File: src/rtl/tx_huge_pages_ctrl.sv
// TX huge-page control: snoops host memory writes to one BAR on the TRN RX stream and
// holds per-page DMA address / qword count / ownership, completion buffer address and IRQ enable.
module tx_huge_pages_ctrl #(
  parameter int NUM_PAGES = 4,
  parameter int BAR_INDEX = 2
) (
  input  logic                     trn_clk,
  input  logic                     reset,
  input  logic [63:0]              trn_rd,
  input  logic [7:0]               trn_rrem_n,
  input  logic                     trn_rsof_n,
  input  logic                     trn_reof_n,
  input  logic                     trn_rsrc_rdy_n,
  input  logic                     trn_rsrc_dsc_n,
  input  logic [6:0]               trn_rbar_hit_n,
  input  logic                     trn_rdst_rdy_n,
  output logic [NUM_PAGES*64-1:0]  huge_page_addr,
  output logic [NUM_PAGES*32-1:0]  huge_page_qwords,
  output logic [NUM_PAGES-1:0]     huge_page_status,
  output logic [NUM_PAGES-1:0]     huge_page_unlock,
  input  logic [NUM_PAGES-1:0]     huge_page_free,
  output logic [63:0]              completed_buffer_address,
  output logic                     interrupts_enabled,
  output logic [15:0]              dropped_tlp_count
);

  localparam logic [6:0] FT_WR32 = 7'b10_00000;
  localparam logic [6:0] FT_WR64 = 7'b11_00000;

  typedef enum logic [2:0] {
    S_IDLE = 3'd0,
    S_A3   = 3'd1,
    S_A4   = 3'd2,
    S_D    = 3'd3,
    S_DROP = 3'd4
  } state_t;

  // Payload DWs arrive byte-reversed relative to the register image.
  function automatic logic [31:0] f_bswap(input logic [31:0] d);
    f_bswap = {d[7:0], d[15:8], d[23:16], d[31:24]};
  endfunction

  state_t                  r_state;
  state_t                  w_state_nxt;
  state_t                  w_dec_state;

  logic                    r_is64;
  logic                    r_len2;
  logic [5:0]              r_off;
  logic [31:0]             r_data0;
  logic [NUM_PAGES*64-1:0] r_addr;
  logic [NUM_PAGES*32-1:0] r_qwords;
  logic [NUM_PAGES-1:0]    r_status;
  logic [NUM_PAGES-1:0]    r_unlock;
  logic [63:0]             r_cbuf;
  logic                    r_intr;
  logic [15:0]             r_drop;

  logic                    w_beat;
  logic                    w_sof;
  logic                    w_eof;
  logic                    w_dsc;
  logic                    w_hit;
  logic                    w_ft_wr;
  logic                    w_len_ok;
  logic                    w_dec_load;
  logic                    w_dec_inc;
  logic [1:0]              w_inc;
  logic                    w_commit;
  logic                    w_has1;
  logic                    w_cap;
  logic [5:0]              w_cap_off;
  logic [5:0]              w_off0;
  logic [31:0]             w_d0;
  logic [31:0]             w_d1;
  logic [1:0]              w_we;
  logic [6:0]              w_woff [2];
  logic [31:0]             w_wdat [2];
  logic [NUM_PAGES*64-1:0] w_addr_nxt;
  logic [NUM_PAGES*32-1:0] w_qwords_nxt;
  logic [NUM_PAGES-1:0]    w_unlock_nxt;
  logic [63:0]             w_cbuf_nxt;
  logic                    w_intr_nxt;
  logic [16:0]             w_drop_sum;
  logic                    w_unused;

  assign w_beat   = ~trn_rsrc_rdy_n & ~trn_rdst_rdy_n;
  assign w_sof    = w_beat & ~trn_rsof_n;
  assign w_eof    = w_beat & ~trn_reof_n;
  assign w_dsc    = w_beat & ~trn_rsrc_dsc_n;
  assign w_hit    = ~trn_rbar_hit_n[BAR_INDEX];
  assign w_ft_wr  = (trn_rd[62:56] == FT_WR32) || (trn_rd[62:56] == FT_WR64);
  assign w_len_ok = (trn_rd[41:32] == 10'd1) || (trn_rd[41:32] == 10'd2);
  assign w_unused = ^{trn_rrem_n, trn_rbar_hit_n};

  // Header decode of an SOF beat; shared by S_IDLE and by a fresh SOF cutting into a TLP.
  always_comb begin
    w_dec_state = S_IDLE;
    w_dec_inc   = 1'b0;
    w_dec_load  = 1'b0;
    if (w_sof && w_hit && w_ft_wr) begin
      w_dec_load = 1'b1;
      if (w_dsc || w_eof) begin
        w_dec_inc = 1'b1;
      end else if (!w_len_ok) begin
        w_dec_state = S_DROP;
      end else if (trn_rd[62:56] == FT_WR64) begin
        w_dec_state = S_A4;
      end else begin
        w_dec_state = S_A3;
      end
    end else begin
      w_dec_load = 1'b0;
    end
  end

  // Next state, capture of offset/data0, commit request and drop increment.
  always_comb begin
    w_state_nxt = r_state;
    w_inc       = 2'd0;
    w_commit    = 1'b0;
    w_has1      = 1'b0;
    w_cap       = 1'b0;
    w_cap_off   = r_off;
    w_off0      = r_off;
    w_d0        = r_data0;
    w_d1        = 32'd0;
    case (r_state)
      S_IDLE: begin
        w_state_nxt = w_dec_state;
        w_inc       = {1'b0, w_dec_inc};
      end
      S_A3: begin
        if (!w_beat) begin
          w_state_nxt = r_state;
        end else if (w_sof) begin
          w_state_nxt = w_dec_state;
          w_inc       = 2'd1 + {1'b0, w_dec_inc};
        end else if (w_dsc) begin
          w_state_nxt = S_IDLE;
          w_inc       = 2'd1;
        end else if (!r_len2) begin
          if (w_eof) begin
            w_commit    = 1'b1;
            w_off0      = trn_rd[39:34];
            w_d0        = trn_rd[31:0];
            w_state_nxt = S_IDLE;
          end else begin
            w_state_nxt = S_DROP;
          end
        end else if (w_eof) begin
          w_state_nxt = S_IDLE;
          w_inc       = 2'd1;
        end else begin
          w_cap       = 1'b1;
          w_cap_off   = trn_rd[39:34];
          w_state_nxt = S_D;
        end
      end
      S_A4: begin
        if (!w_beat) begin
          w_state_nxt = r_state;
        end else if (w_sof) begin
          w_state_nxt = w_dec_state;
          w_inc       = 2'd1 + {1'b0, w_dec_inc};
        end else if (w_dsc || w_eof) begin
          w_state_nxt = S_IDLE;
          w_inc       = 2'd1;
        end else begin
          w_cap       = 1'b1;
          w_cap_off   = trn_rd[7:2];
          w_state_nxt = S_D;
        end
      end
      S_D: begin
        if (!w_beat) begin
          w_state_nxt = r_state;
        end else if (w_sof) begin
          w_state_nxt = w_dec_state;
          w_inc       = 2'd1 + {1'b0, w_dec_inc};
        end else if (w_dsc) begin
          w_state_nxt = S_IDLE;
          w_inc       = 2'd1;
        end else if (w_eof) begin
          w_commit    = 1'b1;
          w_has1      = r_len2;
          w_state_nxt = S_IDLE;
          if (r_is64) begin
            w_d0 = trn_rd[63:32];
            w_d1 = trn_rd[31:0];
          end else begin
            w_d0 = r_data0;
            w_d1 = trn_rd[63:32];
          end
        end else begin
          w_state_nxt = S_DROP;
        end
      end
      S_DROP: begin
        if (!w_beat) begin
          w_state_nxt = r_state;
        end else if (w_sof) begin
          w_state_nxt = w_dec_state;
          w_inc       = 2'd1 + {1'b0, w_dec_inc};
        end else if (w_dsc || w_eof) begin
          w_state_nxt = S_IDLE;
          w_inc       = 2'd1;
        end else begin
          w_state_nxt = r_state;
        end
      end
      default: begin
        w_state_nxt = S_IDLE;
      end
    endcase
  end

  // Two write ports: data0 to offset, data1 to offset+1 (7-bit so 0x3F+1 maps nowhere).
  assign w_we      = {w_commit & w_has1, w_commit};
  assign w_woff[0] = {1'b0, w_off0};
  assign w_woff[1] = {1'b0, w_off0} + 7'd1;
  assign w_wdat[0] = f_bswap(w_d0);
  assign w_wdat[1] = f_bswap(w_d1);

  // Register-map decode for both write ports.
  always_comb begin
    w_addr_nxt   = r_addr;
    w_qwords_nxt = r_qwords;
    w_unlock_nxt = '0;
    w_cbuf_nxt   = r_cbuf;
    w_intr_nxt   = r_intr;
    for (int p = 0; p < 2; p++) begin
      if (w_we[p]) begin
        for (int i = 0; i < NUM_PAGES; i++) begin
          if (w_woff[p] == 7'(2 * i)) begin
            w_addr_nxt[64*i +: 32] = w_wdat[p];
          end else if (w_woff[p] == 7'(2 * i + 1)) begin
            w_addr_nxt[64*i+32 +: 32] = w_wdat[p];
          end else if (w_woff[p] == 7'(32 + i)) begin
            w_qwords_nxt[32*i +: 32] = w_wdat[p];
            w_unlock_nxt[i]          = 1'b1;
          end else begin
            w_unlock_nxt[i] = w_unlock_nxt[i];
          end
        end
        case (w_woff[p])
          7'h30:   w_cbuf_nxt[31:0]  = w_wdat[p];
          7'h31:   w_cbuf_nxt[63:32] = w_wdat[p];
          7'h32:   w_intr_nxt        = w_wdat[p][0];
          default: w_intr_nxt        = w_intr_nxt;
        endcase
      end else begin
        w_intr_nxt = w_intr_nxt;
      end
    end
  end

  assign w_drop_sum = {1'b0, r_drop} + {15'd0, w_inc};

  // State and register file; status set by the unlock pulse wins over a same-cycle free.
  always_ff @(posedge trn_clk or posedge reset) begin
    if (reset) begin
      r_state  <= S_IDLE;
      r_is64   <= 1'b0;
      r_len2   <= 1'b0;
      r_off    <= 6'd0;
      r_data0  <= 32'd0;
      r_addr   <= '0;
      r_qwords <= '0;
      r_status <= '0;
      r_unlock <= '0;
      r_cbuf   <= 64'd0;
      r_intr   <= 1'b0;
      r_drop   <= 16'd0;
    end else begin
      r_state <= w_state_nxt;
      if (w_dec_load) begin
        r_is64 <= (trn_rd[62:56] == FT_WR64);
        r_len2 <= (trn_rd[41:32] == 10'd2);
      end
      if (w_cap) begin
        r_off   <= w_cap_off;
        r_data0 <= trn_rd[31:0];
      end
      r_addr   <= w_addr_nxt;
      r_qwords <= w_qwords_nxt;
      r_unlock <= w_unlock_nxt;
      r_status <= (r_status & ~huge_page_free) | r_unlock;
      r_cbuf   <= w_cbuf_nxt;
      r_intr   <= w_intr_nxt;
      r_drop   <= w_drop_sum[16] ? 16'hFFFF : w_drop_sum[15:0];
    end
  end

  assign huge_page_addr           = r_addr;
  assign huge_page_qwords         = r_qwords;
  assign huge_page_status         = r_status;
  assign huge_page_unlock         = r_unlock;
  assign completed_buffer_address = r_cbuf;
  assign interrupts_enabled       = r_intr;
  assign dropped_tlp_count        = r_drop;

endmodule

File: config.mk
export PLATFORM = sky130hd
export DESIGN_NAME = tx_huge_pages_ctrl
export DESIGN_NICKNAME = d
export VERILOG_FILES = /design/src/rtl/tx_huge_pages_ctrl.sv
export SDC_FILE = /design/constraint.sdc
export NUM_CORES = 1
export LEC_CHECK = 0
export ABC_CLOCK_PERIOD_IN_PS = 17000
export BUFFER_PORTS_ARGS = -buffer_cell sky130_fd_sc_hd__buf_4
export CAP_MARGIN = 20
export CORE_MARGIN = 1
export CORE_UTILIZATION = 48
export CTS_BUF_LIST = sky130_fd_sc_hd__clkbuf_2
export DETAILED_ROUTE_END_ITERATION = 16
export PLACE_DENSITY = 0.8
export SKIP_LAST_GASP = 1
export SYNTH_ARGS = -nofsm -noshare
export SYNTH_HDL_FRONTEND = slang
export SYNTH_SLANG_ARGS = --single-unit
File: constraint.sdc
create_clock -name trn_clk -period 17 [get_ports trn_clk]
set_input_delay 1.7 -clock trn_clk [delete_from_list [all_inputs] [get_ports trn_clk]]
set_output_delay 1.7 -clock trn_clk [all_outputs]
set_load 0.05 [all_outputs]
# --- Word-level counts from Yosys, hierarchy flattened ---
# Index checks and enable logic that the tools add are counted.
op_classes:
  reduce_logical: 12
  bitwise: 14
  n_addsub: 3
  n_mux: 179
  eq_ne: 47
ops:
  columns: ["operator", "count"]
  rows:
  - ["$mux 32", 68]
  - ["$mux 256", 2]
  - ["$mux 128", 2]
  - ["$mux 64", 2]
  - ["$mux 6", 14]
  - ["$pmux 32 s2", 1]
  - ["$mux 1", 57]
  - ["$eq 7x6->1 const B", 7]
  - ["$mux 3", 16]
  - ["$eq 6x6->1 const B", 7]
  - ["$eq 7x3->1 const B", 4]
  - ["$eq 6x3->1 const B", 4]
  - ["$ne 2x2->1 const B", 10]
  - ["$mux 2", 9]
  - ["$add 16x2->17", 1]
  - ["$mux 16", 1]
  - ["$pmux 3 s5", 1]
  - ["$eq 7x2->1 const B", 2]
  - ["$eq 7x7->1 const B", 2]
  - ["$logic_not 7->1", 2]
  - ["$eq 6x2->1 const B", 2]
  - ["$pmux 6 s2", 1]
  - ["$eq 10x1->1 const B", 1]
  - ["$eq 10x2->1 const B", 1]
  - ["other kinds (23)", 38]
word_totals:
  ff_bits: 516
  output_inout_bits: 473
  word_cells: 267
  in_bits: 90

# --- Logic depth before layout (Yosys ltp) ---
depth:
  depth_word: 18
  mapped_depth: 16
  mapped_depth_nobuf: 13

# --- Worst setup path before layout ---
# No wires, ideal clock.
synth_path:
  kind: "input -> register"
  start: "input trn_rdst_rdy_n"
  end: "register r_drop[10], in the netlist dropped_tlp_count[10]"
  required_ns: 16.932
  path_stages: 16
  path_slack_ns: 12.003
  t_arrival_ns: 4.929
  setup_time_ns: 0.068
  path_buffers: 3
  cell_sequence: "buf_4 > nor2_1 > clkbuf_1 > nand2_1 > a21oi_1 > mux2i_1 > o2bb2ai_1 > ha_1 > inv_1 > fa_1 > nand3b_1 > or4_1 > nor2_1 > nand3_1 > clkbuf_1 > nand2_1"
synth_via:
  elab_chain_len: 12
  elab_cells_between_ends: 25
  classes_between: "2 x add/sub; 15 x mux; 5 x bitwise; 3 x reduce/logical"
synth_rtl:
  columns: ["item", "line", "rtl"]
  rows:
  - ["start, declared", "16", "input logic trn_rdst_rdy_n,"]
  - ["$not 1->1 (*)", "87", "assign w_beat = ~trn_rsrc_rdy_n & ~trn_rdst_rdy_n;"]
  - ["$and 1x1->1 (*)", "87", null]
  - ["$and 1x1->1, on equally long branches", "90, 88, 89", null]
  - ["$logic_or 1x1->1 / $logic_and 1x1->1 (equally long branches)", null, null]
  - ["$mux 1 / $logic_and 1x1->1 (equally long branches)", null, null]
  - ["$mux 1", "101", "if (w_sof && w_hit && w_ft_wr) begin"]
  - ["$add 1x1->2", null, null]
  - ["$mux 2, on equally long branches", "202, 136, 178", null]
  - ["$mux 2, on equally long branches", "161, 134, 176", null]
  - ["$pmux 2 s4 (*)", "128", "case (r_state)"]
  - ["$add 16x2->17 (*)", "258", "assign w_drop_sum = {1'b0, r_drop} + {15'd0, w_inc};"]
  - ["$mux 16 (*)", "291", "r_drop <= w_drop_sum[16] ? 16'hFFFF : w_drop_sum[15:0];"]
  - ["end signal, assigned", "291", null]
  - ["end, declared", "57", "logic [15:0] r_drop;"]
# Mark *: on every way between the ends. The rest lies on a longest branch, timed or not.
# A chain may end at the register's enable or synchronous reset.

# --- Final worst setup path ---
layout_path:
  start: "input trn_rd[59]"
  end: "register r_drop[8], in the netlist dropped_tlp_count[8]"
layout_via:
  elab_chain_len: 10
  elab_cells_between_ends: 15
  classes_between: "2 x add/sub; 2 x eq/ne; 9 x mux; 2 x reduce/logical"
layout_rtl:
  columns: ["item", "line", "rtl"]
  rows:
  - ["start, declared", "9", "input logic [63:0] trn_rd,"]
  - ["$eq 7x7->1", "92", "assign w_ft_wr = (trn_rd[62:56] == FT_WR32) || (trn_rd[62:56] == FT_WR64);"]
  - ["$logic_or 1x1->1 (*)", "92", null]
  - ["$logic_and 1x1->1 (*)", "101", null]
  - ["$mux 1 (*)", "101", null]
  - ["$add 1x1->2", null, null]
  - ["$mux 2, on equally long branches", "202, 136, 178", null]
  - ["$mux 2, on equally long branches", "161, 134, 176", null]
  - ["$pmux 2 s4 (*)", "128", null]
  - ["$add 16x2->17 (*)", "258", null]
  - ["$mux 16 (*)", "291", null]
# Marked as above.

==> run summary <==
Post-CTS Repair Setup Buffers: 0
PwrDens: 92.8 nW/um^2
Req. time, crit path: 18210 ps
Clock skew: 92.9 ps
Register area share after synthesis: 0.498
Layout area overhead: 22.5%
Post-Syn Instances: 2123
Core Area: 53000 sq um
Distinct cell type count after synthesis: 67
First-pass GRT wire length: 137 mm
Nets: 2773
Final std cells w/o fill: 3468
Layout cell share with drive strength beyond 1: 0.332
TritonCTS clock tree: built
Gp weighted congestion: 0.893
Critical path fanouts, max: 13
Leakage: 18.9 nW
Longest Clk Path Bufs: 3
FP Rows: 84
Combinational group share of total power: 0.236
Worst setup path end: dropped_tlp_count[8]
Filler cells: 4333
Antenna Nets Post-Route: 0
CP Data Arrival Time: 5660 ps
DIE HEIGHT: 234 um
Root buffer cell: clkbuf_2
Critical Path Start Type: primary input
Worst setup EP type: register
R2R Setup Slk: 12890 ps
RSZ-0062 raised after global routing: false
Fmax: 0.225 GHz
Wire per inst: 27.5 um
Routed vias/inst: 5.89
Critical Path Start: trn_rd[59]
DR pass1 iterations: 7
Utilization after layout: 0.599
Final wirelength: 95.2 mm
Most common cell after layout, fill and taps aside: mux2i_1
Crit path cell chain: buf_4, nor4_1, nand4b_1, nor2b_1, mux2i_1, o2bb2ai_1, ha_1, inv_1, fa_1, nand3b_1, or4_1, nor2_1, nand3_1, o21ai_0
Commonest cells after routing, fill and taps aside: 845 x mux2i_1, 613 x buf_4, 515 x dfrtp_1
Clock share of power: 0.304
Sw frac: 0.370
Max-cap violation count: 0
Avg Inst Size Synth: 12.2 sq um
TNS Setup: 0 ps
Worst reg2reg path startpoint: r_len2
Crit path kind: primary input to register
Slowest CP cell: or4_1
#FFs+latches synth: 516
Clock insertion delay at the later pin of the skew report: 1360 ps
Ys flop type: dfrtp_1
Relative slew slack: 0.327
Tot GR Track Use: 0.342
Die Area: 55000 sq um
Area of the multi-input gates: 11700 sq um
Largest net degree at the start of global routing: 168
Port Buffers: 548
Clk slew on worst S/H paths: 90 ps
GRT overflow: 0
Worst path max stage delay: 630 ps
TritonCTS Sinks: 516
Initial Util: 0.490
FF-to-FF End: huge_page_addr[164]
First-iteration detailed-routing DRC count: 1755
Synth warn: 0
Final hold vios: 0
Synthesized cell area: 25900 sq um
Syn_nets: 2216
DP Wirelength: 63.3 mm
Fin crit share: 0.262
Worst-margin pin slew: 1010 ps
Max IR drop VDD: 0.0660 mV
Vias: 20400
Slew Limit Fails: 0
Final setup vio count: 0
H-Tree Depth: 4
Register area: 12900 sq um
Fin crit period: 4450 ps
Cts hold-fix bufs: 0
Status: finished, final reports clean
Worst reg2reg path depth: 7
# resized after CTS: 0
Synth async-reset ratio: 1.00
Initial antenna violation count: 11
Vias in the first global route: 20900
Post-synth EDFFs: 0
Die X: 234 um
CTS Buf Count: 141
Placed cell count: 3222
Reg power frac: 0.460
NetSw: 1.09 mW
Internal: 1.86 mW
Top-level I/O count: 563
HP Class: register to register
Remaining DRCs: 0
-- cell type report --
class / instances / area share
repair buffers: 619 / 0.149
clock buffers: 210 / 0.0331
well taps: 688 / 0.0271
flip-flops and latches: 516 / 0.407
clock inverters: 24 / 0.00512
diodes: 9 / 0.000709
multi-input cells: 1310 / 0.368
inverters: 92 / 0.0111
-- flip-flops by register name, indices dropped and copies added, names as in the netlist --
| signal | count |
|---|---|
| r_is64 | 1 |
| r_data0 | 32 |
| interrupts_enabled | 1 |
| r_len2 | 1 |
| completed_buffer_address | 64 |
| huge_page_qwords | 128 |
| huge_page_unlock | 4 |
| dropped_tlp_count | 16 |
| huge_page_addr | 256 |
| r_state | 3 |
| r_off | 6 |
| huge_page_status | 4 |
-- metrics by stage --
stage	power [mW]	hold slack, ps	area (sq um)	worst slack (ps)
2_1_floorplan	1.80	482	25900	887
4_1_cts	2.95	433	31700	12710
5_1_grt	3.07	487	31800	12230
3_5_place_dp	2.06	451	30500	11260
3_3_place_gp	2.04	437	30400	11400
6_report	2.95	471	31800	12550
-- layer usage --
| layer | global-route usage | wire length, um | up-vias |
|---|---|---|---|
| met4 | 0.163 | 4140 | 8 |
| met2 | 0.535 | 44600 | 1046 |
| li1 | - | - | 8728 |
| met1 | 0.423 | 38000 | 10400 |
| met5 | 0 | 50 | - |
| met3 | 0.116 | 8440 | 245 |
-- cell families (layout without fill, tap and decap cells) --
kind of cell / Yosys count / after routing / synth area share
other: 0 / 9 / 0
XOR/XNOR: 12 / 12 / 0.00405
adder cells (fa/ha/maj): 3 / 3 / 0.00174
flip-flops: 516 / 516 / 0.498
AO/OA/AOI/OAI: 153 / 153 / 0.0421
AND/OR/NAND/NOR: 251 / 251 / 0.0506
multiplexers: 891 / 891 / 0.347
buffers and inverters: 297 / 945 / 0.0570
-- power groups by stage --
stage	combinational, mW	sequential, mW	clock [mW]
3_3_place_gp	0.666	1.37	0
4_1_cts	0.684	1.35	0.912
5_1_grt	0.732	1.36	0.976
6_report	0.696	1.35	0.896
2_1_floorplan	0.373	1.43	0
3_5_place_dp	0.682	1.38	0
-- cell usage after synthesis (3+ instances only) --
cell type  instances  area, sq um
xnor2_1            5         43.8
nand4_1            9         56.3
buf_6             10          113
a221o_1            5         50.1
nand2b_1           8         50.1
o21ai_0           59          295
a21oi_1           17         85.1
a222oi_1          27          270
nand3b_1           3         22.5
nor2_1            24         90.1
buf_1             12         45.0
mux2_2            45          507
nor4_1             9         56.3
nor4bb_1           4         40.0
o211ai_1           3         22.5
xor2_1             7         61.3
inv_1             92          345
dfrtp_1          516        12900
nor2b_1            5         31.3
nor4b_1            4         35.0
a31oi_1            5         31.3
a211o_1            5         43.8
mux2i_1          845         8460
o31ai_1            5         37.5
and4_1             8         70.1
nor3_1             6         30.0
clkbuf_1          70          263
a21o_1             6         45.0
nand4b_1           3         26.3
or3_1             14         87.6
nand2_1          107          402
buf_2             54          270
nand3_1           29          145
buf_4             59          443
-- worst min path at each step --
stage / to / cells past startpoint / start / slack, ps
after global placement: huge_page_status[2] / 1 / huge_page_unlock[2] / 440
after floorplan: r_data0[12] / 1 / r_data0[12] / 480
after CTS: r_data0[27] / 3 / trn_rd[27] / 430
final: huge_page_status[2] / 1 / huge_page_unlock[2] / 470
after detailed placement: huge_page_status[2] / 1 / huge_page_unlock[2] / 450
after global routing: huge_page_status[2] / 1 / huge_page_unlock[2] / 490
-- critical path, delay by kind of cell --
family                     cells  cell delay (ps)
and+or+nand+nor                7             2660
buffers and inverters          2              170
AOI/OAI and AO/OA              2              380
muxes                          1              120
adders and majority gates      2              620
Note: power is estimated with default switching activity, not from simulation.
